### config.mk
export PLATFORM = sky130hd
export DESIGN_NAME = ifetch_buffer
export DESIGN_NICKNAME = d
export VERILOG_FILES = /design/src/rtl/riscv_defs_pkg.sv /design/src/rtl/sync_fifo.sv /design/src/rtl/ifetch_buffer.sv
export SDC_FILE = /design/constraint.sdc
export NUM_CORES = 1
export LEC_CHECK = 0
export CAP_MARGIN = 20
export CORE_ASPECT_RATIO = 0.7
export CORE_UTILIZATION = 45
export CTS_BUF_LIST = sky130_fd_sc_hd__clkbuf_4
export DETAILED_ROUTE_END_ITERATION = 7
export PLACE_DENSITY = 0.73
export SLEW_MARGIN = 5
export SYNTH_ARGS = -nofsm -noshare
export SYNTH_HDL_FRONTEND = slang
export SYNTH_SLANG_ARGS = --single-unit
### constraint.sdc
create_clock -name clk -period 6.9 [get_ports clk]
set_input_delay 0.69 -clock clk [delete_from_list [all_inputs] [get_ports clk]]
set_output_delay 0.69 -clock clk [all_outputs]
set_load 0.05 [all_outputs]
### src/rtl/riscv_defs_pkg.sv
// Shared RISC-V front-end definitions: data widths, the canonical NOP, the default boot PC,
// the fetch FSM states and the {pc, instr} FIFO entry layout.
package riscv_defs_pkg;

    localparam int unsigned XLEN = 32;
    localparam logic [XLEN-1:0] NOP_INSTR        = 32'h0000_0013;
    localparam logic [XLEN-1:0] RESET_PC_DEFAULT = 32'h0000_0000;

    typedef enum logic {
        ST_RUN   = 1'b0,
        ST_FLUSH = 1'b1
    } fetch_state_e;

    typedef struct packed {
        logic [XLEN-1:0] pc;
        logic [XLEN-1:0] instr;
    } fetch_entry_t;

endpackage

### src/rtl/sync_fifo.sv
// In-order synchronous FIFO with a single-cycle flush and an occupancy count.
// The head entry is presented combinationally from the storage registers.
module sync_fifo #(
    parameter int unsigned WIDTH = 64,
    parameter int unsigned DEPTH = 4
) (
    input  logic                       clk,
    input  logic                       rst_n,
    input  logic                       flush,
    input  logic                       push,
    input  logic [WIDTH-1:0]           push_data,
    input  logic                       pop,
    output logic [WIDTH-1:0]           head_data_c,
    output logic [$clog2(DEPTH+1)-1:0] count
);

    localparam int unsigned PTR_W = $clog2(DEPTH);
    localparam int unsigned CNT_W = $clog2(DEPTH + 1);

    logic [WIDTH-1:0] mem_q [DEPTH];
    logic [WIDTH-1:0] mem_d [DEPTH];
    logic [PTR_W-1:0] wr_ptr_q, wr_ptr_d;
    logic [PTR_W-1:0] rd_ptr_q, rd_ptr_d;
    logic [CNT_W-1:0] count_q, count_d;

    always_comb begin
        mem_d    = mem_q;
        wr_ptr_d = wr_ptr_q;
        rd_ptr_d = rd_ptr_q;
        count_d  = count_q;
        if (flush) begin
            wr_ptr_d = '0;
            rd_ptr_d = '0;
            count_d  = '0;
        end else begin
            if (push) begin
                mem_d[wr_ptr_q] = push_data;
                wr_ptr_d        = wr_ptr_q + PTR_W'(1);
            end
            if (pop) begin
                rd_ptr_d = rd_ptr_q + PTR_W'(1);
            end
            count_d = count_q + CNT_W'(push) - CNT_W'(pop);
        end
    end

    always_ff @(posedge clk or negedge rst_n) begin
        if (!rst_n) begin
            for (int i = 0; i < int'(DEPTH); i++) begin
                mem_q[i] <= '0;
            end
            wr_ptr_q <= '0;
            rd_ptr_q <= '0;
            count_q  <= '0;
        end else begin
            mem_q    <= mem_d;
            wr_ptr_q <= wr_ptr_d;
            rd_ptr_q <= rd_ptr_d;
            count_q  <= count_d;
        end
    end

    assign head_data_c = mem_q[rd_ptr_q];
    assign count       = count_q;

endmodule

### src/rtl/ifetch_buffer.sv
// Instruction-fetch front end: credit-limited sequential IMEM requests, in-order buffering,
// redirect flush with stale-response dropping. Optional counters under IFETCH_PERF_EN.
module ifetch_buffer
    import riscv_defs_pkg::*;
#(
    parameter int unsigned     DEPTH     = 4,
    parameter int unsigned     MAX_OUTST = 2,
    parameter logic [XLEN-1:0] RESET_PC  = RESET_PC_DEFAULT
) (
    input  logic            clk,
    input  logic            rst_n,
    input  logic            redirect_valid,
    input  logic [XLEN-1:0] redirect_pc,
    output logic            imem_req_valid,
    input  logic            imem_req_ready,
    output logic [XLEN-1:0] imem_req_addr,
    input  logic            imem_resp_valid,
    input  logic [XLEN-1:0] imem_resp_data,
    output logic            instr_valid,
    input  logic            instr_ready,
    output logic [XLEN-1:0] instr,
    output logic [XLEN-1:0] instr_pc
`ifdef IFETCH_PERF_EN
    ,
    output logic [31:0]     perf_fetched,
    output logic [31:0]     perf_flushed,
    output logic [31:0]     perf_stall
`endif
);

    localparam int unsigned OUT_W = $clog2(MAX_OUTST + 1);
    localparam int unsigned CNT_W = $clog2(DEPTH + 1);
    localparam int unsigned SUM_W = $clog2(2 * DEPTH + 1);

    fetch_state_e    state_q, state_d;
    logic [XLEN-1:0] fetch_pc_q, fetch_pc_d;
    logic [XLEN-1:0] resp_pc_q, resp_pc_d;
    logic [OUT_W-1:0] outstanding_q, outstanding_d;
    logic [OUT_W-1:0] stale_q, stale_d;
    logic            req_valid_q, req_valid_d;
    logic [XLEN-1:0] req_addr_q, req_addr_d;

    logic            accept;
    logic            push;
    logic            pop;
    logic [CNT_W-1:0] fifo_count;
    logic [CNT_W-1:0] occ_next;
    fetch_entry_t    push_entry;
    fetch_entry_t    head_entry;

    assign accept     = req_valid_q & imem_req_ready;
    assign push       = imem_resp_valid & (stale_q == '0) & ~redirect_valid;
    assign pop        = instr_valid & instr_ready & ~redirect_valid;
    assign push_entry = '{pc: resp_pc_q, instr: imem_resp_data};

    sync_fifo #(
        .WIDTH ($bits(fetch_entry_t)),
        .DEPTH (DEPTH)
    ) u_fifo (
        .clk         (clk),
        .rst_n       (rst_n),
        .flush       (redirect_valid),
        .push        (push),
        .push_data   (push_entry),
        .pop         (pop),
        .head_data_c (head_entry),
        .count       (fifo_count)
    );

    // Fetch FSM, credit/stale accounting and the registered request for next cycle
    always_comb begin
        state_d       = state_q;
        fetch_pc_d    = fetch_pc_q;
        resp_pc_d     = resp_pc_q;
        stale_d       = stale_q;
        outstanding_d = outstanding_q + OUT_W'(accept) - OUT_W'(imem_resp_valid);
        occ_next      = fifo_count + CNT_W'(push) - CNT_W'(pop);

        if (accept) begin
            fetch_pc_d = fetch_pc_q + 32'd4;
        end
        if (push) begin
            resp_pc_d = resp_pc_q + 32'd4;
        end
        if (imem_resp_valid && (stale_q != '0)) begin
            stale_d = stale_q - OUT_W'(1);
        end

        if (redirect_valid) begin
            // Everything still in flight after this edge, incl. a same-cycle accept, is stale
            fetch_pc_d = redirect_pc;
            resp_pc_d  = redirect_pc;
            stale_d    = outstanding_d;
            occ_next   = '0;
            state_d    = (outstanding_d == '0) ? ST_RUN : ST_FLUSH;
        end else begin
            case (state_q)
                ST_RUN:   state_d = ST_RUN;
                ST_FLUSH: if (stale_d == '0) state_d = ST_RUN;
                default:  state_d = ST_RUN;
            endcase
        end

        req_valid_d = (state_d == ST_RUN)
                   && (outstanding_d < OUT_W'(MAX_OUTST))
                   && ((SUM_W'(occ_next) + SUM_W'(outstanding_d)) < SUM_W'(DEPTH));
        req_addr_d  = fetch_pc_d;
    end

    always_ff @(posedge clk or negedge rst_n) begin
        if (!rst_n) begin
            state_q       <= ST_RUN;
            fetch_pc_q    <= RESET_PC;
            resp_pc_q     <= RESET_PC;
            outstanding_q <= '0;
            stale_q       <= '0;
            req_valid_q   <= 1'b0;
            req_addr_q    <= RESET_PC;
        end else begin
            state_q       <= state_d;
            fetch_pc_q    <= fetch_pc_d;
            resp_pc_q     <= resp_pc_d;
            outstanding_q <= outstanding_d;
            stale_q       <= stale_d;
            req_valid_q   <= req_valid_d;
            req_addr_q    <= req_addr_d;
        end
    end

    assign imem_req_valid = req_valid_q;
    assign imem_req_addr  = req_addr_q;
    assign instr_valid    = (fifo_count != '0);
    assign instr          = instr_valid ? head_entry.instr : NOP_INSTR;
    assign instr_pc       = instr_valid ? head_entry.pc : '0;

`ifdef IFETCH_PERF_EN
    logic [31:0] perf_fetched_q, perf_fetched_d;
    logic [31:0] perf_flushed_q, perf_flushed_d;
    logic [31:0] perf_stall_q, perf_stall_d;
    logic        resp_drop;

    assign resp_drop = imem_resp_valid & ((stale_q != '0) | redirect_valid);

    always_comb begin
        perf_fetched_d = perf_fetched_q + 32'(push);
        perf_flushed_d = perf_flushed_q + 32'(resp_drop)
                       + (redirect_valid ? 32'(fifo_count) : 32'd0);
        perf_stall_d   = perf_stall_q + 32'(instr_ready & ~instr_valid);
    end

    always_ff @(posedge clk or negedge rst_n) begin
        if (!rst_n) begin
            perf_fetched_q <= '0;
            perf_flushed_q <= '0;
            perf_stall_q   <= '0;
        end else begin
            perf_fetched_q <= perf_fetched_d;
            perf_flushed_q <= perf_flushed_d;
            perf_stall_q   <= perf_stall_d;
        end
    end

    assign perf_fetched = perf_fetched_q;
    assign perf_flushed = perf_flushed_q;
    assign perf_stall   = perf_stall_q;
`endif

endmodule

==> metrics.cfg, run 1 <==
[global_routing]
overflow = 0
antenna_found_initial = 5
grt_pass1_wl_mm = 60.4
grt_start_max_net_pins = 187
track_usage_pct = 22.1
grt_pass1_vias = 10800

[setup_path]
r2r_setup_slack_ns = 3.36
crit_buf_inv = 2
crit_chain = buf_4 -> mux4_2 -> and2_1 -> clkdlybuf4s50_1
max_stage_delay_ns = 0.73
crit_start = u_fifo.rd_ptr_q[0]$_DFFE_PN0P_
crit_path_max_fanout = 20
crit_path_end_kind = output pin
cp.arrival_ns = 3.41
cp.depth = 4
rr_worst_depth = 13
path_delay_family = buffers and inverters
crit_type = reg -> out
crit-reg2reg-launch = u_fifo.count[1]$_DFF_PN0_
cp_slowest_cell = dfrtp_4
crit_required_ns = 6.21
r2r-end = imem_req_valid$_DFF_PN0_
cp-endpoint = instr_pc[20]
cp-start-kind = register

[clock_network]
cts_buffer_depth = 3
cts_resized = 0
cts_root_buffer = clkbuf_4
cts_buffers = 86
cts_sinks = 333
htree_levels = 3
clock_latency_ns = 0.78
cts_tree = built
cts.clk_slew.worst_paths_ns = 0.06

[detailed_routing]
drt.antenna.violating_nets = 0
routedWlPerCell_um = 19.9
drc = 0
drt_iter0_drc = 654
wirelength_mm = 37.3
drtPass1Iterations = 5
vias = 10400
routed_via_density = 5.56

[finish]
final_common_cell = dfrtp_1
final_cell_mix = dfrtp_1 (331), mux2_2 (270), clkdlybuf4s50_1 (165)
syn_to_final_growth_pct = 20.6
multi_input_area_mm2 = 0.00695
n_fill_cell = 2848
num-nets-final = 1423
drive_above_1_share_pct = 35.4
regArea_mm2 = 0.00834

[synth]
synthDistinctLibCells = 47
syn_inst = 1148
synth_seq_cells = 333
synth-main-ff-cell = dfrtp_1
syn-num-nets = 1231
ys_warn_count = 0
syn_avg_cell_area_um2 = 13.7
async_flop_share_pct = 100
synth_area_mm2 = 0.0157
ys_seq_area_share_pct = 53.1
synth_edf_count = 0

[run_status]
outcome = finished, final reports clean

[run]
maxCapViolations = 0

[sta]
finClkSkew_ns = 0.0418
max_freq_mhz = 244
finalHoldViolations = 0
fin_crit_sh_pct = 59.4
maxSlewHeadroom_pct = 28.0
fin_tns_setup_ns = 0
rsz0062_at_grt = false
min_period_ns = 4.10
setup_viol_count_final = 0
slew_viol_final = 0
worstMarginPinSlew_ns = 1.08

[floorplanning]
initial_core_util_pct = 46.2
dieArea_mm2 = 0.0356
num_rows = 56
die_y_um = 158
fp.dieW_um = 225
ios = 168
core_area_mm2 = 0.0339

[hold_path]
min_path_type = in -> async

[pwr]
power.density_mw_per_mm2 = 402
finalPower_mw = 7.61
pwr-share-seq_pct = 37.8
p_leak_nw = 8.30
clockPowerShare_pct = 22.3
vdd_drop_max_uv = 236
p_switching_mw = 2.79
p_sw_share_pct = 36.7
intPower_mw = 4.81
combPwrFrac_pct = 40.0

[placement]
dp_hpwl_mm = 23.4
numPortBuffers = 167
gp_congestion = 0.840

## synth_stat cells (19+ instances only)
library cell  number  area share [%]
dfrtp_1          333              53
mux2_2           270              19
a31oi_1           26             1.0
and2_1            63             2.5
inv_1             26            0.62
or4_1             19            0.91
nor2_1            27            0.65
xnor2_1           22             1.2
mux4_2            64             9.2
clkbuf_1          61             1.5
nand2_1           34            0.81
o21ai_0           22            0.70
## logic make-up after synthesis
group / count (synthesis) / synth area share (%)
xor gates and xnor gates: 27 / 1.60
DFF: 333 / 53.1
muxes: 335 / 28.6
AOI/OAI and AO/OA: 95 / 4.04
adders and majority gates: 13 / 1.09
and+or+nand+nor: 240 / 8.86
buffers and inverters: 105 / 2.63
## worst min-delay path by stage
stage | startpoint | end | slack [ns] | depth (start not counted)
after detailed placement | u_fifo.mem_q[99]$_DFFE_PN0P_ | u_fifo.mem_q[99]$_DFFE_PN0P_ | 0.49 | 1
after CTS | rst_n | u_fifo.rd_ptr_q[1]$_DFFE_PN0P_ | 0.41 | 2
after global routing | rst_n | u_fifo.mem_q[210]$_DFFE_PN0P_ | 0.42 | 2
after floorplan | rst_n | imem_req_addr[0]$_DFFE_PN0P_ | 0.39 | 0
after global placement | u_fifo.mem_q[38]$_DFFE_PN0P_ | u_fifo.mem_q[38]$_DFFE_PN0P_ | 0.48 | 1
final | rst_n | u_fifo.mem_q[145]$_DFFE_PN0P_ | 0.47 | 2
## per-stage QoR
| step | area, µm² | util (%) | hold WS (ns) | setup slack [ns] | std cells |
|---|---|---|---|---|---|
| floorplan | 15700 | - | 0.394 | 3.54 | 1148 |
| global placement | 17700 | 52.3 | 0.481 | 3.05 | 1711 |
| detailed placement | 17700 | 52.3 | 0.488 | 3.05 | 1711 |
| CTS | 18800 | 55.5 | 0.407 | 2.18 | 1864 |
| global route | 18900 | 55.8 | 0.416 | 2.57 | 1874 |
| finish | 18900 | 55.8 | 0.475 | 2.80 | 1875 |
## state kept, by name, summed over array words and instances (netlist names)
signal / count
u_fifo.rd_ptr_q: 2
outstanding_q: 2
imem_req_valid: 1
resp_pc_q: 32
state_q: 1
imem_req_addr: 32
stale_q: 2
u_fifo.mem_q: 256
u_fifo.wr_ptr_q: 2
u_fifo.count: 3
## timing repair
action	CTS	global route
setup buffers	0	0
endpoints found under the hold margin	62	0
hold buffers	1	0
## worst register-to-register path, cell delays in order, from the launching register on
cell	delay, ns
dfrtp_1	0.40
nor3_1	0.47
inv_2	0.29
buf_12	0.28
nand2_1	0.13
nor2_1	0.05
ha_1	0.29
inv_1	0.04
ha_1	0.18
fa_1	0.48
nor2b_1	0.18
ha_1	0.25
a311o_1	0.31
nor3_1	0.13
## power groups by stage
stage	Combinational [mW]	Clock (mW)	Sequential, mW
4_1_cts	2.99	1.75	2.92
5_1_grt	3.24	1.87	2.94
6_report	3.04	1.69	2.87
3_5_place_dp	2.98	0	2.94
2_1_floorplan	2.18	0	2.80
3_3_place_gp	2.93	0	2.93
## final cells by class
type                    instances  share of cell area (%)
flip-flops and latches        333                    44.1
multi-input cells             710                    36.7
repair buffers                182                    9.81
clock buffers                 128                    5.08
well taps                     464                    3.07
clock inverters                24                   0.628
inverters                      27                   0.536
diodes                          7                  0.0926
## metal layers
| metal | routed length (µm) | vias up | GRT usage, % |
|---|---|---|---|
| li1 | - | 4694 | - |
| met1 | 17700 | 5381 | 31.8 |
| met2 | 16700 | 277 | 32.3 |
| met3 | 2200 | 63 | 5.86 |
| met4 | 684 | 2 | 7.35 |
| met5 | 13 | - | 0 |
Power figures use the tool's default switching activity.
==> inputs of run 2 (changes only) <==
Clock period 6.9 ns to 4 ns, I/O delays scaled along.
==> run 2 against run 1 <==
Against the previous run:
- non-clock buffer count increased by 4
- register-to-register slack worse by 2.4 ns
- final area about the same
- combinational power is 74% higher
- count of clock-buffer cells in the layout shrank 6
- core utilization hardly changed
- routed wire length fell by 0.25%
- die area stayed put
- worst hold slack worse by 0.38 ns
- via count is 0.31% lower
- largest power group unchanged
==> metrics.cfg, run 2 (same netlist as run 1, synthesis figures left out) <==
[detailed_routing]
drc = 0
routed_via_density = 5.59
drt.antenna.violating_nets = 0
drtPass1Iterations = 5
routedWlPerCell_um = 20.0
drt_iter0_drc = 666
vias = 10400
wirelength_mm = 37.2

[setup_path]
crit_type = reg -> out
cp.arrival_ns = 3.28
crit_chain = buf_12 -> mux4_2 -> and2_1 -> clkdlybuf4s50_1
cp_slowest_cell = dfrtp_4
crit_buf_inv = 2
path_delay_family = buffers and inverters
crit_required_ns = 3.60
crit_path_max_fanout = 29
crit_path_end_kind = output pin
max_stage_delay_ns = 0.70
cp-start-kind = register

[global_routing]
grt_start_max_net_pins = 138
grt_pass1_wl_mm = 59.6
antenna_found_initial = 3
grt_pass1_vias = 10800
overflow = 0
track_usage_pct = 21.8

[sta]
slew_viol_final = 0
min_period_ns = 3.68
rsz0062_at_grt = false
setup_ws_ns = 0.319
finalHoldViolations = 0
fin_crit_sh_pct = 92.0
hold_slack_ns = 0.0944
maxSlewHeadroom_pct = 43.7
worstMarginPinSlew_ns = 0.843
finClkSkew_ns = 0.0411
setup_viol_count_final = 0
max_freq_mhz = 272
fin_tns_setup_ns = 0

[floorplanning]
num_rows = 56
dieArea_mm2 = 0.0356
fp.dieW_um = 225
ios = 168
core_area_mm2 = 0.0339
die_y_um = 158
initial_core_util_pct = 46.2

[finish]
fin_area_mm2 = 0.0189
drive_above_1_share_pct = 35.6
num-nets-final = 1426
final_core_utilization_pct = 55.8
n_fill_cell = 2876
final_cell_mix = dfrtp_1 (331), mux2_2 (270), clkdlybuf4s50_1 (165)
stdcell_count = 1858
largest_reg_flops = 256
regArea_mm2 = 0.00834
multi_input_area_mm2 = 0.00695
top_register = u_fifo.mem_q
syn_to_final_growth_pct = 20.6
final_common_cell = dfrtp_1

[clock_network]
cts.clk_slew.worst_paths_ns = 0.08
htree_levels = 3
clock_latency_ns = 0.75
cts_setup_buffers = 0
cts_tree = built
cts_root_buffer = clkbuf_4
cts_buffers = 85
cts_sinks = 333
cts_buffer_depth = 3

[placement]
post-place-ws_ns = 0.740
place_area_mm2 = 0.0178
dp.cells = 1719
dp_hpwl_mm = 23.5
numPortBuffers = 167
gp_congestion = 0.848

[hold_path]
min_path_type = in -> reg

[pwr]
vdd_drop_max_uv = 415
power.density_mw_per_mm2 = 693
p_leak_nw = 8.30
finalPower_mw = 13.1

[run]
maxCapViolations = 0

[run_status]
outcome = finished, final reports clean

## run 2: repair_timing
| action | in CTS | in global routing |
|---|---|---|
| gates resized for setup | 0 | 0 |
| hold buffers | 1 | 0 |
| endpoints found under the hold margin | 66 | 0 |
| endpoints found under the setup margin | 0 | 0 |
## run 2: area by class of cell
class                      instances  area share, %
inverter                          27          0.536
sequential                       333           44.1
clock buffer                     122           4.84
timing repair buffer             186           10.0
antenna                            2         0.0265
tap                              464           3.07
multi-input combinational        710           36.7
clock inverter                    14          0.701
## run 2: worst paths after layout
kind | start | to | slack, ns | cells after the start
max in group asynchronous | rst_n | u_fifo.mem_q[34]$_DFFE_PN0P_ | 2.62 | 3
worst max-delay path | u_fifo.rd_ptr_q[0]$_DFFE_PN0P_ | instr_pc[25] | 0.32 | 4
min in group asynchronous | rst_n | u_fifo.mem_q[143]$_DFFE_PN0P_ | 0.22 | 2
worst min register to register | u_fifo.mem_q[65]$_DFFE_PN0P_ | u_fifo.mem_q[65]$_DFFE_PN0P_ | 0.50 | 1
worst max register to register | u_fifo.count[1]$_DFF_PN0_ | imem_req_valid$_DFF_PN0_ | 0.96 | 12
worst min-delay path | redirect_valid | u_fifo.wr_ptr_q[0]$_DFFE_PN0N_ | 0.09 | 2
## run 2: metal layers
layer  global-route usage [%]  vias up  share of wire (%)
li1                         -     4695                  -
met1                     30.9     5349                 47
met2                     32.5      278                 46
met3                     5.64       61                5.3
met4                     7.29        2                1.9
met5                        0        -              0.035
## run 2: power breakdown
part | switching [mW] | total [mW] | internal, mW
Clock | 1.34 | 2.91 | 1.57
Combinational | 2.81 | 5.28 | 2.46
Sequential | 0.605 | 4.91 | 4.31
Total | 4.76 | 13.1 | 8.35
